### config.mk
export PLATFORM = sky130hd
export DESIGN_NAME = dmem_access_controller
export DESIGN_NICKNAME = d
export VERILOG_FILES = /design/src/rtl/dmem_access_controller_pkg.sv /design/src/rtl/dmem_access_controller_load_data_extender.sv /design/src/rtl/dmem_access_controller.sv
export SDC_FILE = /design/constraint.sdc
export NUM_CORES = 1
export LEC_CHECK = 0
export CAP_MARGIN = 20
export CORE_UTILIZATION = 43
export CTS_CLUSTER_DIAMETER = 100
export DETAILED_ROUTE_END_ITERATION = 7
export MAX_ROUTING_LAYER = met4
export PLACE_DENSITY = 0.8
export SLEW_MARGIN = 15
export SYNTH_ARGS = -nofsm -noshare
export SYNTH_HDL_FRONTEND = slang
export SYNTH_SLANG_ARGS = --single-unit
### constraint.sdc
create_clock -name CLK -period 2 [get_ports CLK]
set_clock_uncertainty 0.1 [all_clocks]
set_input_delay 0.4 -clock CLK [delete_from_list [all_inputs] [get_ports CLK]]
set_output_delay 0.4 -clock CLK [all_outputs]
set_load 0.1 [all_outputs]
### src/rtl/dmem_access_controller_pkg.sv
// -----------------------------------------------------------------------------
// dmem_access_controller_pkg
// Shared definitions for the data-memory access path: FUNCT3 access codes,
// access FSM state encoding, and small helpers for alignment checking and
// store lane formatting.
// -----------------------------------------------------------------------------
package dmem_access_controller_pkg;

    localparam logic [2:0] F3_LB  = 3'b000;
    localparam logic [2:0] F3_LH  = 3'b001;
    localparam logic [2:0] F3_LW  = 3'b010;
    localparam logic [2:0] F3_LBU = 3'b100;
    localparam logic [2:0] F3_LHU = 3'b101;

    typedef enum logic [1:0] {
        ST_IDLE   = 2'b00,
        ST_ACCESS = 2'b01,
        ST_DONE   = 2'b10
    } state_t;

    // Undefined FUNCT3 codes report as not aligned so they take the
    // misaligned path and never reach memory.
    function automatic logic access_aligned(input logic [2:0] funct3,
                                            input logic [1:0] offset);
        logic ok;
        case (funct3)
            F3_LB, F3_LBU: ok = 1'b1;
            F3_LH, F3_LHU: ok = ~offset[0];
            F3_LW:         ok = (offset == 2'b00);
            default:       ok = 1'b0;
        endcase
        return ok;
    endfunction

    function automatic logic [3:0] store_byte_en(input logic [2:0] funct3,
                                                 input logic [1:0] offset);
        logic [3:0] be;
        case (funct3)
            F3_LB, F3_LBU: be = 4'b0001 << offset;
            F3_LH, F3_LHU: be = 4'b0011 << offset;
            default:       be = 4'b1111;
        endcase
        return be;
    endfunction

    // Store data is replicated into every lane so the byte enables alone
    // decide which bytes land in memory.
    function automatic logic [31:0] store_lane_data(input logic [2:0]  funct3,
                                                    input logic [31:0] data);
        logic [31:0] lanes;
        case (funct3)
            F3_LB, F3_LBU: lanes = {4{data[7:0]}};
            F3_LH, F3_LHU: lanes = {2{data[15:0]}};
            default:       lanes = data;
        endcase
        return lanes;
    endfunction

endpackage

### src/rtl/dmem_access_controller_load_data_extender.sv
// -----------------------------------------------------------------------------
// load_data_extender
// Combinational lane select and sign/zero extension of a loaded memory word.
// Ports:
//   funct3      - access size/sign code captured with the request
//   byte_offset - byte address bits [1:0] captured with the request
//   mem_word    - raw 32-bit word returned by memory
//   load_value  - extended result for the register file
// -----------------------------------------------------------------------------
module load_data_extender
    import dmem_access_controller_pkg::*;
(
    input  logic [2:0]  funct3,
    input  logic [1:0]  byte_offset,
    input  logic [31:0] mem_word,
    output logic [31:0] load_value
);

    logic [31:0] shifted;

    // Word accesses are always at offset 0, so the shift is a no-op for them.
    assign shifted = mem_word >> {byte_offset, 3'b000};

    always_comb begin
        load_value = shifted;
        case (funct3)
            F3_LB:   load_value = {{24{shifted[7]}}, shifted[7:0]};
            F3_LH:   load_value = {{16{shifted[15]}}, shifted[15:0]};
            F3_LBU:  load_value = {24'h000000, shifted[7:0]};
            F3_LHU:  load_value = {16'h0000, shifted[15:0]};
            default: load_value = shifted;
        endcase
    end

endmodule

### src/rtl/dmem_access_controller.sv
// -----------------------------------------------------------------------------
// dmem_access_controller
// Stage-4 data memory access controller. Accepts load/store requests from the
// pipeline, checks alignment, runs a handshake with the data memory, and
// returns the extended load result.
//
// state  | meaning
// IDLE   | waiting for a request; aligned request stalls and launches access
// ACCESS | strobe held on memory until DMEM_ACK
// DONE   | one cycle with BUSYWAIT low so the pipeline advances
//
// Ports:
//   CLK, RESET            - clock, async active-low reset
//   MEM_READ, MEM_WRITE   - pipeline load/store request (both high = store)
//   FUNCT3, ADDRESS       - access size/sign and byte address
//   WRITE_DATA            - store data
//   READ_DATA             - extended load result, held until next load
//   BUSYWAIT              - pipeline stall request
//   MISALIGNED            - one-cycle flag for rejected requests
//   DMEM_READ/DMEM_WRITE  - memory strobes
//   DMEM_ADDR             - word address
//   DMEM_WRITEDATA        - lane-replicated store data
//   DMEM_BYTE_EN          - store byte enables (zero when not writing)
//   DMEM_READDATA         - memory word
//   DMEM_ACK              - one-cycle memory completion
// -----------------------------------------------------------------------------
module dmem_access_controller
    import dmem_access_controller_pkg::*;
(
    input  logic        CLK,
    input  logic        RESET,
    input  logic        MEM_READ,
    input  logic        MEM_WRITE,
    input  logic [2:0]  FUNCT3,
    input  logic [31:0] ADDRESS,
    input  logic [31:0] WRITE_DATA,
    output logic [31:0] READ_DATA,
    output logic        BUSYWAIT,
    output logic        MISALIGNED,
    output logic        DMEM_READ,
    output logic        DMEM_WRITE,
    output logic [29:0] DMEM_ADDR,
    output logic [31:0] DMEM_WRITEDATA,
    output logic [3:0]  DMEM_BYTE_EN,
    input  logic [31:0] DMEM_READDATA,
    input  logic        DMEM_ACK
);

    state_t      state;
    logic [2:0]  funct3_q;
    logic [1:0]  offset_q;
    logic        request;
    logic        aligned;
    logic        start;
    logic [31:0] load_value;

    assign request = MEM_READ | MEM_WRITE;
    assign aligned = access_aligned(FUNCT3, ADDRESS[1:0]);
    assign start   = (state == ST_IDLE) && request && aligned;

    // The stall must be visible in the request cycle itself, so it is the one
    // combinational output.
    assign BUSYWAIT = start || (state == ST_ACCESS);

    load_data_extender u_extender (
        .funct3      (funct3_q),
        .byte_offset (offset_q),
        .mem_word    (DMEM_READDATA),
        .load_value  (load_value)
    );

    always_ff @(posedge CLK or negedge RESET) begin
        if (!RESET) begin
            state          <= ST_IDLE;
            funct3_q       <= 3'b000;
            offset_q       <= 2'b00;
            READ_DATA      <= 32'h0;
            MISALIGNED     <= 1'b0;
            DMEM_READ      <= 1'b0;
            DMEM_WRITE     <= 1'b0;
            DMEM_ADDR      <= 30'h0;
            DMEM_WRITEDATA <= 32'h0;
            DMEM_BYTE_EN   <= 4'b0000;
        end else begin
            MISALIGNED <= 1'b0;
            case (state)
                ST_IDLE: begin
                    if (request) begin
                        if (aligned) begin
                            funct3_q       <= FUNCT3;
                            offset_q       <= ADDRESS[1:0];
                            DMEM_ADDR      <= ADDRESS[31:2];
                            DMEM_WRITEDATA <= store_lane_data(FUNCT3, WRITE_DATA);
                            if (MEM_WRITE) begin
                                DMEM_WRITE   <= 1'b1;
                                DMEM_BYTE_EN <= store_byte_en(FUNCT3, ADDRESS[1:0]);
                            end else begin
                                DMEM_READ    <= 1'b1;
                                DMEM_BYTE_EN <= 4'b0000;
                            end
                            state <= ST_ACCESS;
                        end else begin
                            MISALIGNED <= 1'b1;
                        end
                    end
                end
                ST_ACCESS: begin
                    if (DMEM_ACK) begin
                        DMEM_READ    <= 1'b0;
                        DMEM_WRITE   <= 1'b0;
                        DMEM_BYTE_EN <= 4'b0000;
                        if (DMEM_READ) begin
                            READ_DATA <= load_value;
                        end
                        state <= ST_DONE;
                    end
                end
                ST_DONE: begin
                    state <= ST_IDLE;
                end
                default: begin
                    state <= ST_IDLE;
                end
            endcase
        end
    end

endmodule

Word level (Yosys, flattened, before mapping)
Index checks and enable logic that the tools add are counted.
Word-level totals
  register bits after elaboration: 108
  output and inout port bits: 102
  logic and storage cells: 69
Operators by class
  equal/unequal tests: 13
  shifts and indexed selects: 3
  mux-type cells: 25
  bitwise logic cells: 2
  reduce and logical (&&, ||, !) cells: 16
Operators by type and width (number)
  $pmux 32 s4: 1
  $pmux 32 s2: 1
  $shr 32x5->32: 1
  $mux 4: 4
  $pmux 4 s2: 2
  $eq 3x3->1 const B: 4
  $mux 1: 10
  $ne 2x2->1 const B: 5
  $reduce_and 5->1: 2
  $reduce_and 3->1: 3
  $eq 3x1->1 const B: 2
  $logic_not 3->1: 2
  $mux 2: 3
  $logic_not 2->1: 2
  $pmux 1 s2: 2
  $pmux 2 s2: 1
  $reduce_and 4->1: 1
  $reduce_or 2->1: 2
  $shl 1x2->4 const A: 1
  $shl 2x2->4 const A: 1
  $eq 3x2->1 const B: 1
  $pmux 1 s3: 1
  $eq 2x1->1 const B: 1
  $logic_and 1x1->1: 2
  4 further kinds: 4

Longest topological paths before layout
Gate-level depths: netlist (run 1).
  depth after elaboration: 7
  gate-level depth with buffers: 7
  depth with buffers taken out: 4

Modules after synthesis
A second synthesis (run 1) with hierarchy kept.
Second synthesis, totals
  cell total of the unflattened synthesis: 407
  area total of the unflattened synthesis: 5397.7 µm²
Modules (own cells, without submodules)
  dmem_access_controller: times used 1, cells each 300, area each 4703.3 µm², sequential area each 2702.6 µm²
  load_data_extender: times used 1, cells each 107, area each 694.4 µm², sequential area each 0.0 µm²

Worst setup path after synthesis (run 1)
Ideal clock, no wire load.
  kind: input to output
  from: input port FUNCT3[0]
  to: output port BUSYWAIT
  arrival: 1.951 ns
  data required time: 1.500 ns
  path slack: -0.451 ns
  stages on the path: 6
  path buffers: 3
  cells stage by stage: buf_2 a21oi_1 o221ai_2 buf_4 buf_4 nand2_1
Between the ends
  word-level cells in the longest chain between the ends: 5
Ends and longest elaborated chain
  start: declaration: line dmem_access_controller.sv:34  | input logic [2:0] FUNCT3,
  $eq 3x1->1 (tied with other cells): line dmem_access_controller_pkg.sv:26  | case (funct3)
  $reduce_or 2->1: line dmem_access_controller_pkg.sv:26
  $pmux 1 s3 (*): line dmem_access_controller_pkg.sv:26
  $logic_and 1x1->1 (*): line dmem_access_controller.sv:59  | assign start = (state == ST_IDLE) && request && aligned;
  $logic_or 1x1->1 (*): line dmem_access_controller.sv:63  | assign BUSYWAIT = start || (state == ST_ACCESS);
  end: declaration: line dmem_access_controller.sv:38  | output logic BUSYWAIT,
Every way passes the cells marked *; elsewhere a longest branch is shown, timed or not.

Worst setup path in the final report (run 1)
  from: input port ADDRESS[0]
  to: output port BUSYWAIT
Between the ends
  word-level cells in the longest chain between the ends: 4
Ends and longest elaborated chain
  start: declaration: line dmem_access_controller.sv:35  | input logic [31:0] ADDRESS,
  $logic_not 2->1 or $not 1->1 (tied branches): line dmem_access_controller_pkg.sv:29, dmem_access_controller_pkg.sv:28
  $pmux 1 s3 (*): line dmem_access_controller_pkg.sv:26
  $logic_and 1x1->1 (*): line dmem_access_controller.sv:59
  $logic_or 1x1->1 (*): line dmem_access_controller.sv:63
Marks and branches as above.

==> metrics, run 1 <==
Detailed Routing Iterations Pass 1 7; CP Data Required Time 1.50 ns; worst min path class in2reg; register area share after synthesis 0.534; adder-cell share of the synthesized area 0; CTS root buffer clkbuf_16; area grow syn2layout 65.3%; first-pass GRT wire length 24.9 mm; status finished, final reports clean; crit path capture BUSYWAIT; Max Slew Vio Count 0; Seq cells post-synth 108; via count 4,754; Diodes inserted 0; Worst Path Arrival 1.44 ns; post-synthesis xor/xnor area fraction 0; Synth area leader dfrtp_1; worst skew pair latency 0.34 ns; crit share post-route 0.970; Die Height 110 um; Avg Cell Area, Syn 9.24 um2; total gr overflow 0; simple-gate share of the synthesized area 0.221; Cell Area, Synth 5060 um2; gp weighted congestion 0.933; Hold Violations, Final 0; H-tree depth 3; Tot GR Track Use 0.264; final net count 868; die width 110 um; main combinational cell family by area after synthesis simple AND/OR/NAND/NOR gates; post-synthesis mux area share 0.105; via/cell ratio 5.21; crit path kind in2out; Reg2Reg Launch Point offset_q[1]; CTS max path bufs 2; die area 12,200 um2; DP Area 8030 um2; maximum fanout along the worst path 3; Max-Cap Viols 0; final setup fails 0; drt drc 0; Worst Max-Slew Pin Slew 0.588 ns; most common cell in the synthesized netlist nand2_1; number of buffers created by CTS 9; cell row count 39; Most used DFF post-synth dfrtp_1; antenna-violating nets left 0; Rel. slew slack 0.608; clock sink count 108; unrepaired setup endpoints after global routing no; Buffers on Ports 205; Post-Route WL 15.4 mm; I/O pin cnt 206; wire per inst 16.9 um; setup slack, reg-to-reg 0.29 ns; Post-Syn Nets 652; startpoint types input port; f_max 516 MHz; vias in the first global route 4,825; CTS tree yes; number of synthesized flops with an enable pin 0; Area contributors post-synth dfrtp_1, nand2_1, mux2i_1; origin of the worst setup path ADDRESS[0]; final instance area 8370 um2; Distinct cells, synth 38; Synth top area share 0.534; post-DP HPWL 11.7 mm; worst r2r path cells 4; Ys Warns 0; First DRT Iteration DRCs 279; Post-Synthesis Cells 548; Core Box Area 11,500 um2; Synth async-reset ratio 1.00; Compound-Gate Fraction of Synth Area 0.0986; most frequent cells after synthesis nand2_1, dfrtp_1, mux2i_1, o21ai_0, nor2_1; Worst setup EP type output port; share of post-route cells with drive strength above 1 0.231; Tmin final 1.94 ns; pin count of the biggest net entering global routing 67; initial core utilization 0.441; R2R Path End READ_DATA[10]; initial antenna violation count 0; Clock Pin Slew Worst Setup and Hold Paths 0.07 ns
==> metrics by stage <==
stage                     utilization  setup TNS (ns)  hold slack (ns)  worst slack (ns)  cells
after floorplan                     -         -0.0405          0.00441           -0.0405    548
after global placement          0.700          -16.71            0.272            -0.290    891
after detailed placement        0.700          -23.43            0.289            -0.419    891
after CTS                       0.728               0            0.381           0.00791    910
after global routing            0.730               0            0.361          0.000347    912
final                           0.730               0            0.337            0.0610    912
==> logic make-up after synthesis <==
logic type | Yosys count
flip-flops | 108
buffers and inverters | 39
AO/OA/AOI/OAI | 85
multiplexers | 51
AND/OR/NAND/NOR | 265
==> sequential cells by signal (all words and copies together) (netlist names) <==
| name | count |
|---|---|
| MISALIGNED | 1 |
| funct3_q | 3 |
| state | 2 |
| READ_DATA | 32 |
| DMEM_BYTE_EN | 4 |
| DMEM_WRITE | 1 |
| DMEM_WRITEDATA | 32 |
| DMEM_ADDR | 30 |
| offset_q | 2 |
| DMEM_READ | 1 |
==> layer usage <==
layer / global-route usage / part of all wire
met5: - / 0
met4: 0.0489 / 0.0071
met1: 0.323 / 0.40
met2: 0.450 / 0.52
met3: 0.0626 / 0.068
==> layout by cell type (no fill, tap or decap), drive strengths merged, types with 3 or more instances in the layout <==
cell and count:
inv 3, o21ai 42, clkdlybuf4s50 96, nand3 30, buf 140, mux2 8, a21oi 25, and2 8
nor2 36, dfrtp 108, clkinvlp 3, nand2 178, a32o 3, mux2i 42, clkbuf 12
==> repair_timing <==
item | 4_1_cts | 5_1_grt
setup buffers | 2 | 2
endpoints found under the hold margin | 33 | 0
endpoints found under the setup margin | 19 | 30
hold buffers | 1 | 0
cloned | 0 | 0
pin swaps | 3 | 2
resized for setup | 13 | 5
==> critical path: stages <==
cell	delay [ns]
clkdlybuf4s15_2	0.23
nor4_4	0.35
o221ai_4	0.16
nand2_4	0.11
buf_12	0.17
==> layout make-up <==
cell class | count | area [um2]
sequential | 108 | 2700
multi-input combinational | 401 | 2180
inverter | 2 | 7.51
tap | 143 | 179
fill | 833 | 3100
timing repair buffer | 242 | 3020
clock inverter | 5 | 36.3
clock buffer | 11 | 243
==> worst min-delay path by stage <==
stage | start | endpoint | slack (ns) | depth (start not counted)
floorplan | RESET | DMEM_ADDR[0] | 0.004 | 0
global placement | RESET | READ_DATA[2] | 0.27 | 1
detailed placement | RESET | READ_DATA[22] | 0.29 | 1
CTS | DMEM_WRITEDATA[0] | DMEM_WRITEDATA[0] | 0.38 | 2
global route | FUNCT3[2] | funct3_q[2] | 0.36 | 4
finish | FUNCT3[2] | funct3_q[2] | 0.34 | 4
Power of run 1 is not shown: default switching activity piles up to over one toggle a cycle in this logic, so the estimate is an artifact.
==> inputs of run 2 (changes only) <==
--- a/config.mk
+++ b/config.mk
@@ -11,6 +11,7 @@
 export DETAILED_ROUTE_END_ITERATION = 7
 export MAX_ROUTING_LAYER = met4
 export PLACE_DENSITY = 0.8
+export RECOVER_POWER = 50
 export SLEW_MARGIN = 15
 export SYNTH_ARGS = -nofsm -noshare
 export SYNTH_HDL_FRONTEND = slang
==> metrics, run 2 (same netlist as run 1, synthesis figures left out) <==
status finished, final reports clean; via count 4,740; Worst Path Arrival 1.44 ns; wire per inst 16.9 um; vias in the first global route 4,825; cell row count 39; Hold Violations, Final 0; setup ws final 0.0589 ns; Detailed Routing Iterations Pass 1 4; worst hold stages 4; origin of the worst setup path ADDRESS[0]; drt drc 0; CP Data Required Time 1.50 ns; worst skew pair latency 0.34 ns; Setup WS pre-CTS -0.419 ns; HP Start FUNCT3[2]; startpoint types input port; Cells after DPL 891; total gr overflow 0; H-tree depth 3; first-pass GRT wire length 24.9 mm; Reg2Reg Launch Point offset_q[1]; f_max 515 MHz; die area 12,200 um2; final setup fails 0; Diodes inserted 0; Max-Cap Viols 0; commonest cells after routing, fill and taps aside nand2_1, dfrtp_1, clkdlybuf4s50_1; CTS max path bufs 2; worst r2r path cells 4; area grow syn2layout 50.8%; gp weighted congestion 0.933; post-DP HPWL 11.7 mm; setup tns final 0 ns; initial core utilization 0.441; Buffers on Ports 205; antenna-violating nets left 0; worst min path class in2reg; die width 110 um; share of post-route cells with drive strength above 1 0.231; Worst Max-Slew Pin Slew 0.871 ns; final net count 868; CTS tree yes; Worst setup EP type output port; First DRT Iteration DRCs 288; largest registers DMEM_WRITEDATA (32), READ_DATA (32), DMEM_ADDR (30); crit path kind in2out; via/cell ratio 5.20; crit share post-route 0.971; pin count of the biggest net entering global routing 67; Core Box Area 11,500 um2; initial antenna violation count 0; Max Slew Vio Count 0; Post-Route WL 15.4 mm; number of buffers created by CTS 9; Rel. slew slack 0.419; clock sink count 108; Clock Pin Slew Worst Setup and Hold Paths 0.07 ns; commonest non-fill, non-tap cell in the layout nand2_1; final instance area 7630 um2; CTS root buffer clkbuf_16; Die Height 110 um; maximum fanout along the worst path 3; I/O pin cnt 206; Tmin final 1.94 ns; FILL cells 922; Tot GR Track Use 0.264; unrepaired setup endpoints after global routing no; fin cells 912; DP Area 8030 um2
[run 2: changes by cell type in the layout (fill, tap and decap cells not counted)]
cell and change:
buf_6 +1, clkbuf_2 +49, buf_4 -1, buf_12 -49
[run 2: metrics by stage]
stage / util / hold slack (ns)
after global routing: 0.666 / 0.361
after CTS: 0.728 / 0.381
final: 0.666 / 0.340
after detailed placement: 0.700 / 0.289
after global placement: 0.700 / 0.272
after floorplan: - / 0.00441
[run 2: worst paths after layout]
| path | slack [ns] | to |
|---|---|---|
| hold reg to reg | 0.38 | DMEM_WRITEDATA[30] |
| max in group asynchronous | 0.31 | READ_DATA[10] |
| hold / removal | 0.34 | funct3_q[2] |
| setup reg to reg | 0.29 | READ_DATA[10] |
| min in group asynchronous | 0.62 | READ_DATA[1] |
| setup / recovery | 0.06 | BUSYWAIT |
[run 2: layout make-up]
type,instances,area [um2],share of cell area
Timing Repair Buffer,242,2280,0.299
Clock buffer,11,243,0.0318
Inverter,2,7.51,0.000983
Multi-Input combinational cell,401,2180,0.286
Tap cell,143,179,0.0234
Sequential cell,108,2700,0.354
Clock inverter,5,36.3,0.00475
[run 2: per-layer routing]
| metal | routed length [um] | share of wire | track usage |
|---|---|---|---|
| met1 | 6330 | 0.41 | 0.323 |
| met3 | 1040 | 0.067 | 0.0626 |
| met4 | 74 | 0.0048 | 0.0489 |
| met2 | 7990 | 0.52 | 0.450 |
| met5 | 0 | 0 | - |
[run 2: what timing repair did]
item,CTS,global route
hold endpoints to repair,33,0
gates cloned,0,0
pin swaps,3,2
resized for setup,13,5
hold buffers,1,0
buffers inserted,2,2
endpoints found under the setup margin,19,30
[run 2: worst max-delay path, cell delays in order]
cell	delay [ns]
clkdlybuf4s15_2	0.23
nor4_4	0.35
o221ai_4	0.16
nand2_4	0.11
buf_12	0.17
Power of run 2 is left out for the same reason.
